<file path="src/rtl/esm_pkg.sv">
// Shared definitions for the ESM instruction buffer: default sizes and the
// output-stage state encoding.
package esm_pkg;

    localparam int INSTR_WORD_SIZE_DEF = 32;
    localparam int BS_DEF              = 16;

    typedef enum logic {
        OUT_EMPTY  = 1'b0,
        OUT_LOADED = 1'b1
    } out_state_t;

endpackage

</file>
<file path="src/rtl/instr_buffer_sched_if.sv">
// Fetch-side and execution-side handshake bundle of the instruction buffer.
// master = the environment (fetch + execute), slave = the buffer itself.
interface instr_buffer_sched_if
    import esm_pkg::*;
#(
    parameter int Instr_word_size = INSTR_WORD_SIZE_DEF,
    parameter int bs              = BS_DEF
);
    localparam int CW = $clog2(bs) + 1;

    // Both sides use plain valid/ready: a beat transfers on a rising edge where
    // valid && ready; a raised valid holds its data until ready is seen, and
    // ready never looks at valid.
    logic                       in_valid;
    logic                       in_ready;
    logic [Instr_word_size-1:0] Instr_in;
    logic                       out_valid;
    logic                       out_ready;
    logic [Instr_word_size-1:0] Instr_out;
    logic [CW-1:0]              count;
    logic                       full;
    logic                       empty;

    modport master (
        output in_valid, Instr_in, out_ready,
        input  in_ready, out_valid, Instr_out, count, full, empty
    );

    modport slave (
        input  in_valid, Instr_in, out_ready,
        output in_ready, out_valid, Instr_out, count, full, empty
    );

endinterface

</file>
<file path="src/rtl/instr_buffer_ram.sv">
// Write-enabled storage with a registered read port that only updates on re,
// so the read register doubles as the buffer's output stage.
module instr_buffer_ram #(
    parameter int W     = 32,
    parameter int DEPTH = 16,
    parameter int AW    = $clog2(DEPTH)
) (
    input  logic          clk,
    input  logic          rst,
    input  logic          we,
    input  logic [AW-1:0] waddr,
    input  logic [W-1:0]  wdata,
    input  logic          re,
    input  logic [AW-1:0] raddr,
    output logic [W-1:0]  rdata
);

    logic [W-1:0] mem [DEPTH];

    always_ff @(posedge clk) begin
        if (we) begin
            mem[waddr] <= wdata;
        end
    end

    // Only reset clears the read register; a flush leaves the stale word visible.
    always_ff @(posedge clk) begin
        if (rst) begin
            rdata <= '0;
        end else if (re) begin
            rdata <= mem[raddr];
        end
    end

endmodule

</file>
<file path="src/rtl/instr_buffer_sched.sv">
// Instruction buffer sequencer: circular-buffer pointers, occupancy, flush and
// a one-entry output stage fed by the RAM's registered read port.
module instr_buffer_sched
    import esm_pkg::*;
#(
    parameter int Instr_word_size = INSTR_WORD_SIZE_DEF,
    parameter int bs              = BS_DEF  // power of two, at least 2
) (
    input  logic                  clk,
    input  logic                  rst,
    input  logic                  flush,
    instr_buffer_sched_if.slave   bus,
    output out_state_t            out_state
);

    localparam int AW = $clog2(bs);
    localparam int CW = AW + 1;

    logic [AW-1:0] wr_ptr;
    logic [AW-1:0] rd_ptr;
    logic [CW-1:0] mem_count;
    out_state_t    state;
    out_state_t    state_next;
    logic          wr_en;
    logic          re;
    logic          out_valid;
    logic          full;

    assign out_valid = (state == OUT_LOADED);
    assign full      = (mem_count == CW'(bs));

    // Space freed by a same-cycle read is not offered until the next cycle.
    assign bus.in_ready = !full && !flush;
    assign wr_en        = bus.in_valid && !full && !flush;
    assign re           = (mem_count != '0) && (!out_valid || bus.out_ready) && !flush;

    assign bus.out_valid = out_valid;
    assign bus.full      = full;
    assign bus.count     = mem_count + CW'(out_valid);
    assign bus.empty     = (bus.count == '0);
    assign out_state     = state;

    always_comb begin
        state_next = state;
        case (state)
            OUT_EMPTY: begin
                if (re) begin
                    state_next = OUT_LOADED;
                end
            end
            OUT_LOADED: begin
                if (bus.out_ready && !re) begin
                    state_next = OUT_EMPTY;
                end
            end
            default: state_next = OUT_EMPTY;
        endcase
    end

    always_ff @(posedge clk) begin
        if (rst || flush) begin
            wr_ptr    <= '0;
            rd_ptr    <= '0;
            mem_count <= '0;
            state     <= OUT_EMPTY;
        end else begin
            if (wr_en) begin
                wr_ptr <= wr_ptr + AW'(1);
            end
            if (re) begin
                rd_ptr <= rd_ptr + AW'(1);
            end
            mem_count <= mem_count + CW'(wr_en) - CW'(re);
            state     <= state_next;
        end
    end

    instr_buffer_ram #(
        .W     (Instr_word_size),
        .DEPTH (bs),
        .AW    (AW)
    ) u_ram (
        .clk   (clk),
        .rst   (rst),
        .we    (wr_en),
        .waddr (wr_ptr),
        .wdata (bus.Instr_in),
        .re    (re),
        .raddr (rd_ptr),
        .rdata (bus.Instr_out)
    );

endmodule
</file>
<file path="src/flat_wrapper.sv">
// flat-port wrapper written by rule: the top's interface ports become plain ports
module instr_buffer_sched_flat import esm_pkg::*;
#(
    parameter int Instr_word_size = INSTR_WORD_SIZE_DEF,
    parameter int bs              = BS_DEF                             
)
  (clk, rst, flush, out_state, bus_in_valid, bus_Instr_in, bus_out_ready, bus_in_ready, bus_out_valid, bus_Instr_out, bus_count, bus_full, bus_empty);
  instr_buffer_sched_if #(.Instr_word_size(Instr_word_size), .bs(bs)) bus_i ();
  input  logic clk;
  input  logic rst;
  input  logic flush;
  output out_state_t out_state;
  input wire logic [$bits(bus_i.in_valid)-1:0] bus_in_valid;
  input wire logic [$bits(bus_i.Instr_in)-1:0] bus_Instr_in;
  input wire logic [$bits(bus_i.out_ready)-1:0] bus_out_ready;
  output wire logic [$bits(bus_i.in_ready)-1:0] bus_in_ready;
  output wire logic [$bits(bus_i.out_valid)-1:0] bus_out_valid;
  output wire logic [$bits(bus_i.Instr_out)-1:0] bus_Instr_out;
  output wire logic [$bits(bus_i.count)-1:0] bus_count;
  output wire logic [$bits(bus_i.full)-1:0] bus_full;
  output wire logic [$bits(bus_i.empty)-1:0] bus_empty;
  assign bus_i.in_valid = bus_in_valid;
  assign bus_i.Instr_in = bus_Instr_in;
  assign bus_i.out_ready = bus_out_ready;
  assign bus_in_ready = bus_i.in_ready;
  assign bus_out_valid = bus_i.out_valid;
  assign bus_Instr_out = bus_i.Instr_out;
  assign bus_count = bus_i.count;
  assign bus_full = bus_i.full;
  assign bus_empty = bus_i.empty;
  instr_buffer_sched #(.Instr_word_size(Instr_word_size), .bs(bs)) u_core (.clk(clk), .rst(rst), .flush(flush), .bus(bus_i), .out_state(out_state));
endmodule
</file>
<file path="config.mk">
export PLATFORM = sky130hd
export DESIGN_NAME = instr_buffer_sched_flat
export DESIGN_NICKNAME = d
export VERILOG_FILES = /design/src/rtl/esm_pkg.sv /design/src/rtl/instr_buffer_sched_if.sv /design/src/rtl/instr_buffer_ram.sv /design/src/rtl/instr_buffer_sched.sv /design/src/flat_wrapper.sv
export SDC_FILE = /design/constraint.sdc
export NUM_CORES = 1
export LEC_CHECK = 0
export CAP_MARGIN = 20
export CORE_ASPECT_RATIO = 1.2
export CORE_MARGIN = 2
export CORE_UTILIZATION = 65
export DETAILED_ROUTE_END_ITERATION = 16
export GPL_TIMING_DRIVEN = 0
export PLACE_DENSITY = 0.84
export SETUP_SLACK_MARGIN = 0.5
export SLEW_MARGIN = 20
export SYNTH_ARGS = -nofsm -noshare
export SYNTH_HDL_FRONTEND = slang
export SYNTH_SLANG_ARGS = --single-unit
</file>
<file path="constraint.sdc">
create_clock -name clk -period 11.3 [get_ports clk]
set_input_delay 1.13 -clock clk [delete_from_list [all_inputs] [get_ports clk]]
set_output_delay 1.13 -clock clk [all_outputs]
set_load 0.05 [all_outputs]
</file>
==> Yosys cells after proc, flatten, opt, wreduce, memory -nomap -nowiden <==
Memories as Yosys holds them, arrays and structs flattened. A register that Yosys moved wholly into a read port is not among the register bits.
Cells that the tools add are included.
{ "word_totals": {"regBits": 14, "memories": 1, "ramBits": 512, "wordCells": 31, "in_bits": 37, "output_inout_bits": 42} }
{ "mem_list": {"columns": ["memory", "words", "width", "rd", "rd_clocked_by_memory_dff", "wr", "line_no", "text"], "rows": [
  ["u_core.u_ram.mem", 16, 32, 1, 1, 1, "instr_buffer_ram.sv:18", "logic [W-1:0] mem [DEPTH];"]
]} }
{ "op_classes": {"n_eq_ne": 1, "bitwise": 1, "muxes": 5, "reduce_logical": 14, "add_sub_neg": 5} }
{ "ops": {"columns": ["operator", "n"], "rows": [
  ["adder 5 x 1 -> 5 bit", 2],
  ["adder 4 x 1 -> 4 bit, second input constant", 2],
  ["logical AND 1 bit", 6],
  ["== test 5 bit, second input constant", 1],
  ["logical NOT 5 bit", 1],
  ["nonzero test 5 bit", 1],
  ["subtractor 5 x 1 -> 5 bit", 1],
  ["logical NOT 1 bit", 4],
  ["two-way mux 1 bit", 4],
  ["logical OR 1 bit", 2],
  ["case mux 1 bit (2 select lines)", 1],
  ["NOT 1 bit", 1]
]} }

==> Logic depth before layout (Yosys ltp) <==
Gate-level depths: netlist (run 1).
{ "logic_depth": {"depth_word": 8, "mapped_depth": 12, "ltp_nobuf": 12} }

==> Cells and area by module <==
A second synthesis (run 1) with hierarchy kept.
{ "unflattened": {"hier_cells": 1310, "hier_area_um2": 21822.2} }
{ "by_module_without_submodules": {"columns": ["mod", "cells_each", "seq_area_each_um2", "area_per_inst_um2", "n_inst"], "rows": [
  ["instr_buffer_ram", 1216, 16015.4, 20948.8, 1],
  ["instr_buffer_sched", 94, 280.3, 873.3, 1]
]} }

==> Least setup slack after synthesis (run 1) <==
Ideal clock, no wire load.
{ "synth_path": {"path_type": "in2reg", "startpoint": "in flush", "endpoint": "mem u_core.u_ram.mem[0][0] (enable)", "path_buffers": 1, "t_required_ns": 10.839, "setup_ns": 0.461, "arrival_ns": 3.924, "stages": 5, "slack_ns": 6.914, "path_cell_list": "inv_1 > and3_1 > clkbuf_1 > nand2_1 > nor3_1"} }
{ "synth_between": {"elab_chain_len": 4} }
{ "synth_rtl": {"columns": ["element", "line_no", "text"], "rows": [
  ["from (decl)", "flat_wrapper.sv:11", "input logic flush;"],
  ["logical NOT 1 bit", "instr_buffer_sched.sv:34", "assign wr_en = bus.in_valid && !full && !flush;"],
  ["logical AND 1 bit", "instr_buffer_sched.sv:34", null],
  ["named net u_core.u_ram.we", "instr_buffer_ram.sv:10", "input logic we,"],
  ["two-way mux 1 bit", "instr_buffer_ram.sv:21", "if (we) begin"],
  ["two-way mux 1 bit (not written as such)", "instr_buffer_ram.sv:22", "mem[waddr] <= wdata;"],
  ["to (decl)", "instr_buffer_ram.sv:18", null]
]} }
The timed path passes the listed nets, and every way through them passes these cells.

==> Worst setup path in the final report (run 1) <==
{ "layout_path": {"startpoint": "reg u_core.state, in the netlist u_core.bus.out_valid", "endpoint": "out bus_empty"} }
{ "layout_between": {"elab_chain_len": 2} }
{ "layout_rtl": {"columns": ["element", "line_no", "text"], "rows": [
  ["from (decl)", "instr_buffer_sched.sv:22", "out_state_t state;"],
  ["from (signal assigned)", "instr_buffer_sched.sv:74", "state <= state_next;"],
  ["adder 5 x 1 -> 5 bit", "instr_buffer_sched.sv:39", "assign bus.count = mem_count + CW'(out_valid);"],
  ["logical NOT 5 bit", "instr_buffer_sched.sv:40", "assign bus.empty = (bus.count == '0);"],
  ["to (decl)", "flat_wrapper.sv:21", "output wire logic [$bits(bus_i.empty)-1:0] bus_empty;"]
]} }
Every way passes these cells.

==> metrics.txt, run 1 <==
status finished, final reports clean; Power Internal 3.57 mW; number of instances in the synthesized netlist 1,001; largest net degree at the start of global routing 20; setup repair after global routing missed its margin false; fraction of power consumed by the clock network 35.2%; number of pins with negative max-slew slack in the final report 0; global routing usage on met3 5.95%; layout-stage area growth over the synthesis result 16.9%; syn nets 1,054; CTS buffer count 49; number of failing setup endpoints in the final timing report 0; number of hold violations in the final report 0; distinct cell type count after synthesis 37; proportion of power drawn by combinational gates 15.9%; y dimension of the die 203 um; DR pass1 iterations 5; endpoint of the worst-slack reg-to-reg timing path u_core.u_ram.mem[0][21]; number of enable flip-flop cells after synthesis 512; via count 11,077; data arrival time of the critical path 2.82 ns; starting density of the core 66.2%; aggregate global-route resource usage 30.7%; HPWL after detailed placement 30.0 mm; wire length of the first global-routing pass 75.0 mm; share of total power in sequential cells 48.9%; post-CTS setup repair buffer count 0; count of antenna-violating nets left after detailed routing 0; Async SR Flop Fraction 0%; placed cells 1,521; main flop type after synthesis sky130_fd_sc_hd__edfxtp_1; Core Footprint 0.0323 sq mm; Port-buffer cells 78; top library cells by usage in the layout, fill and taps aside sky130_fd_sc_hd__edfxtp_1, sky130_fd_sc_hd__mux4_2, sky130_fd_sc_hd__clkdlybuf4s50_1, sky130_fd_sc_hd__nor2_1, sky130_fd_sc_hd__mux2i_1; total overflow reported by the global router 0; post-layout instance count excluding filler cells 1,613; top area cells in the synthesized netlist sky130_fd_sc_hd__edfxtp_1, sky130_fd_sc_hd__mux4_2, sky130_fd_sc_hd__dfxtp_1; Seq/Total Area, Yosys 76.4%; Antenna diodes 0; Fmax achieved 0.253 GHz; number of antenna violations at the first check in global routing 0; final sum of negative setup slack 0 ns; die width 169 um; total power divided by cell area 193 mW/mm^2; flop-to-flop setup slack 7.92 ns; Row Count 72; synthesized area per cell 21.3 sq um; met1 usage 40.1%; Die Outline Area 0.0343 sq mm; Layout Skew 0.0171 ns; hold path depth 1; number of gates given a new drive strength after cts 0; number of maximum-capacitance violations 0; per-cell via count in the routed design 6.87; Longest Clk Path Bufs 3; number of clock sinks seen by CTS 558; fill cell instance count of the final layout 1,534; CP startpoint kind flip-flop; RePlAce Congestion 0.764; pin slew with the least headroom to its limit 1.12 ns; met2 capacity usage during global routing 51.4%; category of the worst setup path capture point output port; mean routed wirelength per cell 31.7 um; via count of the first global-routing pass 11,545; Switch Pwr 1.23 mW; final core utilization 77.4%; boundary pin count 79; slew margin rel. 25.1%; maximum vdd ir drop 0.000169 V; clock-pin slew of the registers on the worst-case setup and hold paths 0.07 ns; Seq cells post-synth 558; fraction of the cycle the final worst path needs 34.9%; HP Class flip-flop to flip-flop; cell area after technology mapping 0.0213 sq mm; count of hold-fix buffers inserted at cts 0; net count of the finished layout 1,218; latest clock arrival within the worst-skew pair 0.57 ns; static leakage power 8.02 nW; crit path kind flip-flop to output port; clock root buffer sky130_fd_sc_hd__clkbuf_16; final critical path time including I/O delays and setup 3.95 ns; launch instance of the worst register-to-register path u_core.mem_count[2]; share of final-layout standard cells stronger than drive strength 1 23.5%; Yosys warning total 0; top cell type by total area after synthesis sky130_fd_sc_hd__edfxtp_1; depth of the worst register-to-register path 9; CTS tree done; count of H-tree levels built during CTS 2; hold worst-path end u_core.u_ram.rdata[11]; count of routing violations after the opening detailed-route iteration 1,456; switching share of power 25.7%; portion of synthesized cell area occupied by the leading cell type 72.0%; largest fanout on the critical path 5; post-detailed-routing wire length 51.1 mm; most common cell after layout, fill and taps aside sky130_fd_sc_hd__edfxtp_1; DRC violations left 0; CP Data Required Time 10.17 ns; start point of the worst min-delay path u_core.u_ram.rdata[11]; Most Crowded Layer GR met2
==> power by group through the flow <==
stage	Sequential, mW	Combinational (mW)	Clock [mW]
5_1_grt	2.35	0.807	1.77
2_1_floorplan	2.50	0.398	0
4_1_cts	2.35	0.768	1.69
3_5_place_dp	2.39	0.752	0
3_3_place_gp	2.39	0.723	0
6_report	2.35	0.765	1.69
==> critical path: stages (launching register included) <==
cell and delay, ns:
sky130_fd_sc_hd__dfxtp_1 0.35, sky130_fd_sc_hd__ha_1 0.24, sky130_fd_sc_hd__ha_1 0.21, sky130_fd_sc_hd__xor2_1 0.18, sky130_fd_sc_hd__or3_1 0.31, sky130_fd_sc_hd__nor3_1 0.13
sky130_fd_sc_hd__clkdlybuf4s50_1 0.82
==> kinds of logic (layout without fill, tap and decap cells) <==
group | Yosys count | count (layout) | synth area share [%]
flip-flops | 558 | 558 | 76.4
multiplexers | 194 | 194 | 16.6
AND/OR/NAND/NOR | 121 | 121 | 2.51
buffers and inverters | 61 | 266 | 1.58
AO/OA/AOI/OAI | 39 | 39 | 1.49
adder cells (fa/ha/maj) | 16 | 16 | 0.973
XOR/XNOR | 12 | 12 | 0.492
==> worst max path at each step <==
stage / startpoint / end / slack, ns / depth (start not counted)
final: u_core.bus.out_valid / bus_empty / 7.35 / 6
after global routing: u_core.bus.out_valid / bus_empty / 7.22 / 6
after CTS: u_core.bus.out_valid / bus_empty / 7.33 / 6
after detailed placement: flush / u_core.u_ram.mem[0][21] / 7.16 / 8
after global placement: flush / u_core.u_ram.mem[0][21] / 4.08 / 6
after floorplan: flush / u_core.u_ram.mem[0][0] / 6.91 / 5
==> per-layer routing <==
metal / up-vias / part of all wire, %
met5: - / 0
met4: 0 / 4.5
met3: 163 / 9.5
met2: 804 / 51
met1: 5679 / 35
li1: 4431 / -
==> registers in the layout (all words and copies together), names as in the netlist <==
register / count
u_core.wr_ptr: 4
u_core.u_ram.rdata: 32
u_core.mem_count: 5
u_core.bus.out_valid: 1
u_core.u_ram.mem: 512
u_core.rd_ptr: 4
==> cells in the mapped netlist (4+ instances only) <==
library cell / count
sky130_fd_sc_hd__edfxtp_1: 512
sky130_fd_sc_hd__mux4_2: 128
sky130_fd_sc_hd__nor2_1: 88
sky130_fd_sc_hd__mux2i_1: 66
sky130_fd_sc_hd__dfxtp_1: 46
sky130_fd_sc_hd__a211o_1: 31
sky130_fd_sc_hd__buf_2: 16
sky130_fd_sc_hd__ha_1: 15
sky130_fd_sc_hd__buf_1: 13
sky130_fd_sc_hd__buf_6: 11
sky130_fd_sc_hd__inv_1: 10
sky130_fd_sc_hd__clkbuf_1: 9
sky130_fd_sc_hd__xnor2_1: 7
sky130_fd_sc_hd__nand2_1: 6
sky130_fd_sc_hd__nor3_1: 5
sky130_fd_sc_hd__xor2_1: 5
sky130_fd_sc_hd__a21oi_1: 4
sky130_fd_sc_hd__nand4_1: 4
==> final cells by class <==
| type | count | area [sq um] | share of cell area [%] |
|---|---|---|---|
| flip-flops and latches | 558 | 16300 | 65.3 |
| multi-input cells | 382 | 4820 | 19.3 |
| repair buffers | 113 | 1370 | 5.48 |
| clock buffers | 73 | 1410 | 5.65 |
| well taps | 407 | 509 | 2.04 |
| plain buffers | 51 | 299 | 1.20 |
| inverters | 10 | 37.5 | 0.150 |
| clock inverters | 19 | 209 | 0.838 |
==> per-stage QoR <==
step / area [sq um] / worst slack, ns / hold slack (ns) / total power, mW
after floorplan: 21300 / 6.91 / 0.514 / 2.89
after global placement: 22600 / 4.08 / 0.461 / 3.11
after detailed placement: 23300 / 7.16 / 0.458 / 3.14
after CTS: 24900 / 7.33 / 0.472 / 4.81
after global routing: 24900 / 7.22 / 0.482 / 4.92
final: 24900 / 7.35 / 0.476 / 4.80
No activity file was read; power rests on OpenSTA's default activity.
==> run 2, diff against run 1 <==
--- a/config.mk
+++ b/config.mk
@@ -8,10 +8,10 @@
 export CAP_MARGIN = 20
 export CORE_ASPECT_RATIO = 1.2
 export CORE_MARGIN = 2
-export CORE_UTILIZATION = 65
+export CORE_UTILIZATION = 60
 export DETAILED_ROUTE_END_ITERATION = 16
 export GPL_TIMING_DRIVEN = 0
-export PLACE_DENSITY = 0.84
+export PLACE_DENSITY = 0.79
 export SETUP_SLACK_MARGIN = 0.5
 export SLEW_MARGIN = 20
 export SYNTH_ARGS = -nofsm -noshare
==> constraint.sdc (replaced) <==
create_clock -name clk -period 3.9 [get_ports clk]
set_input_delay 0.39 -clock clk [delete_from_list [all_inputs] [get_ports clk]]
set_output_delay 0.39 -clock clk [all_outputs]
set_load 0.05 [all_outputs]
==> run 2 against run 1 <==
Net effect:
- first-iteration DRC count down 26%
- core utilization decreased by 6.1 points
- hold slack got worse by 0.0024 ns
- setup slack worse by 6.6 ns
- non-clock buffer count decreased by 10
- sequential power grew to 2.9 times the previous value
- clock skew about the same
- sequential share of layout area is 0.059 points higher
- combinational power increased to 2.8 times the previous value
- count of clock-buffer cells in the layout rose by 1
- final area barely moved
==> metrics.txt, run 2 (synthesis gave the netlist of run 1 again) <==
Die Outline Area 0.0371 sq mm (was 0.0343 sq mm); Top Registers u_core.u_ram.mem x512, u_core.u_ram.rdata x32, u_core.mem_count x5 (unchanged); fin worst setup slack 0.719 ns (was 7.35 ns); HP Class flip-flop to flip-flop (unchanged); setup repair after global routing missed its margin false (unchanged); RePlAce Congestion 0.727 (was 0.764); DRC violations left 0 (unchanged); fill cell instance count of the final layout 1,921 (was 1,534); die width 176 um (was 169 um); count of H-tree levels built during CTS 2 (unchanged); slew margin rel. 28.8% (was 25.1%); category of the worst setup path capture point output port (unchanged); y dimension of the die 211 um (was 203 um); most common cell after layout, fill and taps aside sky130_fd_sc_hd__edfxtp_1 (unchanged); Worst path top cell family by delay buffers and inverters (unchanged); most flop-heavy register u_core.u_ram.mem (unchanged); post-CTS setup repair buffer count 0 (unchanged); crit path kind flip-flop to output port (unchanged); Critical path origin u_core.mem_count[0] (was u_core.bus.out_valid); final critical path time including I/O delays and setup 3.18 ns; HPWL after detailed placement 28.6 mm (was 30.0 mm); delay of the slowest critical-path stage 0.82 ns (about the same); aggregate global-route resource usage 26.2% (was 30.7%); count of routing violations after the opening detailed-route iteration 1,072 (was 1,456); Setup Slack @ Placement 0.725 ns (was 7.16 ns); DR pass1 iterations 5 (unchanged); total overflow reported by the global router 0 (unchanged); CP startpoint kind flip-flop (unchanged); via count 10,465 (was 11,077); Antenna diodes 0 (unchanged); largest fanout on the critical path 5 (unchanged); Overall Power 13.7 mW (was 4.80 mW); top library cells by usage in the layout, fill and taps aside sky130_fd_sc_hd__edfxtp_1, sky130_fd_sc_hd__mux4_2, sky130_fd_sc_hd__clkdlybuf4s50_1, sky130_fd_sc_hd__nor2_1, sky130_fd_sc_hd__mux2i_1 (unchanged); number of gates given a new drive strength after cts 0 (unchanged); count of hold-fix buffers inserted at cts 0 (unchanged); layout-stage area growth over the synthesis result 16.8% (was 16.9%); Longest Clk Path Bufs 3 (unchanged); data arrival time of the critical path 2.79 ns (was 2.82 ns); Row Count 75 (was 72); total power divided by cell area 550 mW/mm^2 (was 193 mW/mm^2); area post-placement 0.0234 sq mm (was 0.0233 sq mm); number of maximum-capacitance violations 0 (unchanged); mean routed wirelength per cell 28.2 um (was 31.7 um); share of final-layout standard cells stronger than drive strength 1 22.8% (was 23.5%); wire length of the first global-routing pass 69.5 mm (was 75.0 mm); number of pins with negative max-slew slack in the final report 0 (unchanged); CTS tree done (unchanged); count of antenna-violating nets left after detailed routing 0 (unchanged); latest clock arrival within the worst-skew pair 0.58 ns (was 0.57 ns); status finished, final reports clean (unchanged); Port-buffer cells 78 (unchanged); Max stage delay cell, worst path sky130_fd_sc_hd__clkdlybuf4s50_1 (unchanged); static leakage power 7.94 nW (was 8.02 nW); number of hold violations in the final report 0 (unchanged); net count of the finished layout 1,209 (was 1,218); per-cell via count in the routed design 6.31 (was 6.87); CTS buffer count 50 (was 49); clock-pin slew of the registers on the worst-case setup and hold paths 0.06 ns (was 0.07 ns); CP Data Required Time 3.51 ns (was 10.17 ns); area of all placed cells without fillers 0.0249 sq mm (about the same); Buf+Inv Stages, Crit Path 1 (unchanged); number of clock sinks seen by CTS 558 (unchanged); Core Footprint 0.0350 sq mm (was 0.0323 sq mm); Fmax achieved 0.314 GHz; pin slew with the least headroom to its limit 1.07 ns (was 1.12 ns); clock root buffer sky130_fd_sc_hd__clkbuf_16 (unchanged); largest net degree at the start of global routing 21 (was 20); boundary pin count 79 (unchanged); start point of the worst min-delay path u_core.u_ram.rdata[25] (was u_core.u_ram.rdata[11]); Layout Skew 0.0172 ns (was 0.0171 ns); launch instance of the worst register-to-register path u_core.mem_count[2] (unchanged); starting density of the core 61.0% (was 66.2%); post-detailed-routing wire length 46.7 mm (was 51.1 mm); via count of the first global-routing pass 11,130 (was 11,545); number of flip-flops in the largest register 512 (unchanged); most frequent cell on the critical path sky130_fd_sc_hd__ha_1 (unchanged); cells along the critical path ha_1 -> ha_1 -> xor2_1 -> or3_1 -> nor3_1 -> clkdlybuf4s50_1 (unchanged); number of failing setup endpoints in the final timing report 0 (unchanged); maximum vdd ir drop 0.000373 V (was 0.000169 V); number of antenna violations at the first check in global routing 1 (was 0); fraction of the cycle the final worst path needs 81.6%
==> run 2: final timing paths <==
check / end / cells after the start / slack, ns
setup / recovery: bus_empty / 6 / 0.72
hold / removal: u_core.u_ram.rdata[25] / 1 / 0.47
hold reg to reg: u_core.u_ram.rdata[25] / 1 / 0.47
setup reg to reg: u_core.u_ram.mem[0][20] / 9 / 0.80
==> run 2: metrics by stage <==
step                std cells  hold slack [ns]  setup TNS (ns)  util (%)
finish                   1659            0.473               0      71.2
global route             1659            0.487               0      71.2
global placement         1541            0.456         -444.45      64.9
CTS                      1659            0.470               0      71.2
detailed placement       1566            0.458               0      66.7
floorplan                1001            0.489               0         -
==> run 2: power breakdown <==
part           internal, mW  total (mW)  leakage [nW]  switching (mW)
Combinational         0.885        2.18          2.17            1.29
Sequential             6.68        6.80          4.99           0.120
Clock                  2.64        4.72         0.781            2.07
==> run 2: layout make-up <==
class / instances / area [sq um] / area share, %
sequential: 558 / 16300 / 65.4
multi-input combinational: 382 / 4850 / 19.4
clock buffer: 74 / 1450 / 5.83
timing repair buffer: 103 / 1290 / 5.20
tap: 462 / 578 / 2.32
buffer: 51 / 299 / 1.20
clock inverter: 19 / 120 / 0.482
inverter: 10 / 37.5 / 0.151
==> run 2: routing by layer <==
layer	vias to the layer above	share of wire [%]	track usage, %
met5	-	0.028	0
met4	2	3.4	10.1
met3	103	7.4	4.04
met2	513	53	45.5
met1	5441	36	33.5
li1	4406	-	-
==> run 3, diff against run 2 <==
==> constraint.sdc (replaced) <==
create_clock -name clk -period 3 [get_ports clk]
set_input_delay 0.3 -clock clk [delete_from_list [all_inputs] [get_ports clk]]
set_output_delay 0.3 -clock clk [all_outputs]
set_load 0.05 [all_outputs]
==> run 3 against run 2 <==
Net effect:
- clock skew is 0.011 ns higher
- sequential share of layout area is 2.1 points lower
- highest routed layer unchanged
- clock power up 55%
- die area did not move
- sequential power up 30%
- count of clock-buffer cells in the layout shrank 9
- combinational power is 39% higher
- critical path type unchanged
- critical path depth unchanged
- final cell count is 2.1% higher
- setup slack got worse by 0.25 ns
- final area grew 3.3%
- critical endpoint unchanged
- hold slack worse by 0.012 ns
==> metrics.txt, run 3 (synthesis gave the netlist of run 1 again) <==
status finished, final reports clean (unchanged); area taken by flip-flops and latches 0.0163 sq mm (about the same); Setup Slack @ Placement -0.0816 ns (was 0.725 ns); total overflow reported by the global router 0 (unchanged); CP startpoint kind flip-flop (unchanged); Core Footprint 0.0350 sq mm (unchanged); Buf+Inv Stages, Crit Path 1 (unchanged); placed cells 1,566 (unchanged); most frequent cell on the critical path sky130_fd_sc_hd__ha_1 (unchanged); count of routing violations after the opening detailed-route iteration 1,194 (was 1,072); Top Registers u_core.u_ram.mem x512, u_core.u_ram.rdata x32, u_core.mem_count x5 (unchanged); layout-stage area growth over the synthesis result 20.7% (was 16.8%); net count of the finished layout 1,243 (was 1,209); Antenna diodes 0 (unchanged); data arrival time of the critical path 2.23 ns (was 2.79 ns); per-cell via count in the routed design 6.39 (was 6.31); largest net degree at the start of global routing 20 (was 21); Port-buffer cells 78 (unchanged); total power divided by cell area 746 mW/mm^2 (was 550 mW/mm^2); final critical path time including I/O delays and setup 2.53 ns; via count of the first global-routing pass 11,220 (was 11,130); fill cell instance count of the final layout 1,835 (was 1,921); endpoint of the worst-slack reg-to-reg timing path u_core.mem_count[4] (was u_core.u_ram.mem[0][20]); wire length of the first global-routing pass 71.4 mm (was 69.5 mm); delay of the slowest critical-path stage 0.37 ns (was 0.82 ns); static leakage power 8.39 nW (was 7.94 nW); DR pass1 iterations 5 (unchanged); most common cell after layout, fill and taps aside sky130_fd_sc_hd__edfxtp_1 (unchanged); share of final-layout standard cells stronger than drive strength 1 28.2% (was 22.8%); depth of the worst register-to-register path 12 (was 9); Worst path top cell family by delay simple AND/OR/NAND/NOR gates (was buffers and inverters); CTS tree done (unchanged); die width 176 um (unchanged); Max stage delay cell, worst path sky130_fd_sc_hd__dfxtp_1 (was sky130_fd_sc_hd__clkdlybuf4s50_1); boundary pin count 79 (unchanged); number of antenna violations at the first check in global routing 1 (unchanged); hold path depth 1 (unchanged); area occupied by multi-input gates 0.00491 sq mm (was 0.00485 sq mm); HP Class flip-flop to flip-flop (unchanged); cells along the critical path ha_1 -> ha_1 -> xor2_1 -> or3_1 -> nor3_4 -> buf_4 (was ha_1 -> ha_1 -> xor2_1 -> or3_1 -> nor3_1 -> clkdlybuf4s50_1); starting density of the core 61.0% (unchanged); Layout Skew 0.0286 ns (was 0.0172 ns); final sum of negative setup slack 0 ns (unchanged); pin slew with the least headroom to its limit 1.20 ns (was 1.07 ns); aggregate global-route resource usage 26.9% (was 26.2%); CTS buffer count 51 (was 50); Row Count 75 (unchanged); number of failing setup endpoints in the final timing report 0 (unchanged); number of maximum-capacitance violations 0 (unchanged); post-detailed-routing wire length 48.6 mm (was 46.7 mm); start point of the worst min-delay path u_core.u_ram.rdata[22] (was u_core.u_ram.rdata[25]); Overall Power 19.2 mW (was 13.7 mW); number of flip-flops in the largest register 512 (unchanged); flop-to-flop setup slack 0.50 ns (was 0.80 ns); post-layout instance count excluding filler cells 1,694 (was 1,659); count of hold-fix buffers inserted at cts 0 (unchanged); number of hold violations in the final report 0 (unchanged); via count 10,829 (was 10,465); Fmax achieved 0.396 GHz; clock-pin slew of the registers on the worst-case setup and hold paths 0.07 ns (was 0.06 ns); latest clock arrival within the worst-skew pair 0.58 ns (about the same); slew margin rel. 19.7% (was 28.8%); top library cells by usage in the layout, fill and taps aside sky130_fd_sc_hd__edfxtp_1, sky130_fd_sc_hd__mux4_2, sky130_fd_sc_hd__nor2_1, sky130_fd_sc_hd__clkdlybuf4s50_1, sky130_fd_sc_hd__mux2i_1 (was sky130_fd_sc_hd__edfxtp_1, sky130_fd_sc_hd__mux4_2, sky130_fd_sc_hd__clkdlybuf4s50_1, sky130_fd_sc_hd__nor2_1, sky130_fd_sc_hd__mux2i_1); Die Outline Area 0.0371 sq mm (unchanged); clock root buffer sky130_fd_sc_hd__clkbuf_16 (unchanged); setup repair after global routing missed its margin true (was false); CP Data Required Time 2.70 ns (was 3.51 ns); y dimension of the die 211 um (unchanged); hold worst-path end u_core.u_ram.rdata[22] (was u_core.u_ram.rdata[25]); fin worst setup slack 0.472 ns (was 0.719 ns); launch instance of the worst register-to-register path u_core.mem_count[2] (unchanged); maximum vdd ir drop 0.000523 V (was 0.000373 V); count of antenna-violating nets left after detailed routing 0 (unchanged); HPWL after detailed placement 28.1 mm (was 28.6 mm); largest fanout on the critical path 5 (unchanged); category of the worst setup path capture point output port (unchanged); final hold slack 0.462 ns (was 0.473 ns); fraction of the cycle the final worst path needs 84.3%; RePlAce Congestion 0.706 (was 0.727); most flop-heavy register u_core.u_ram.mem (unchanged); count of H-tree levels built during CTS 2 (unchanged); DRC violations left 0 (unchanged); crit path kind flip-flop to output port (unchanged); Longest Clk Path Bufs 3 (unchanged); number of pins with negative max-slew slack in the final report 0 (unchanged); number of clock sinks seen by CTS 558 (unchanged); mean routed wirelength per cell 28.7 um (was 28.2 um)
run 3: cell types whose count changed in the layout (fill, tap and decap cells not counted), moves of 4 or more:
cell,previous run,this run
sky130_fd_sc_hd__buf_1,13,6
sky130_fd_sc_hd__buf_12,5,15
sky130_fd_sc_hd__buf_2,16,23
sky130_fd_sc_hd__buf_4,1,26
sky130_fd_sc_hd__bufinv_16,1,13
sky130_fd_sc_hd__clkbuf_1,23,10
sky130_fd_sc_hd__clkbuf_2,1,5
sky130_fd_sc_hd__clkdlybuf4s50_1,78,71
sky130_fd_sc_hd__dlygate4sd2_1,0,4
run 3: metal layers:
metal	track usage, %	vias to the layer above	routed length, um
li1	-	4466	-
met1	35.8	5621	18100
met2	45.0	601	24700
met3	4.38	139	3770
met4	11.3	2	1930
met5	0	-	11
run 3: how the worst max path moves through the flow:
| stage | from | endpoint | depth (start not counted) |
|---|---|---|---|
| detailed placement | flush | u_core.u_ram.mem[2][24] | 8 |
| finish | u_core.mem_count[0] | bus_empty | 6 |
| global route | u_core.mem_count[0] | bus_empty | 6 |
| global placement | flush | u_core.u_ram.mem[11][22] | 4 |
| CTS | u_core.mem_count[0] | bus_empty | 6 |
| floorplan | u_core.mem_count[2] | u_core.u_ram.mem[15][0] | 5 |
run 3: where the power goes:
group          internal [mW]  switching [mW]
Sequential              8.69           0.155
Combinational           1.28            1.77
Clock                   4.51            2.81
Total                   14.5            4.73
run 3: repair_timing:
item / CTS / global route
gates resized for setup: 35 / 9
pin swaps: 20 / 8
setup buffers: 24 / 9
cloned: 0 / 0
setup endpoints to repair: 452 / 38
run 3: final cells by class:
cell class / count / area share (%)
clock buffers: 65 / 5.60
plain buffers: 51 / 1.21
flip-flops and latches: 558 / 63.3
well taps: 462 / 2.24
clock inverters: 30 / 1.85
repair buffers: 136 / 6.54
inverters: 10 / 0.165
multi-input cells: 382 / 19.1
run 3: metrics by stage:
stage / instance area, sq um / util, %
6_report: 25800 / 73.6
5_1_grt: 25800 / 73.6
4_1_cts: 25700 / 73.3
3_5_place_dp: 23400 / 66.9
3_3_place_gp: 22800 / 65.2
2_1_floorplan: 21500 / -
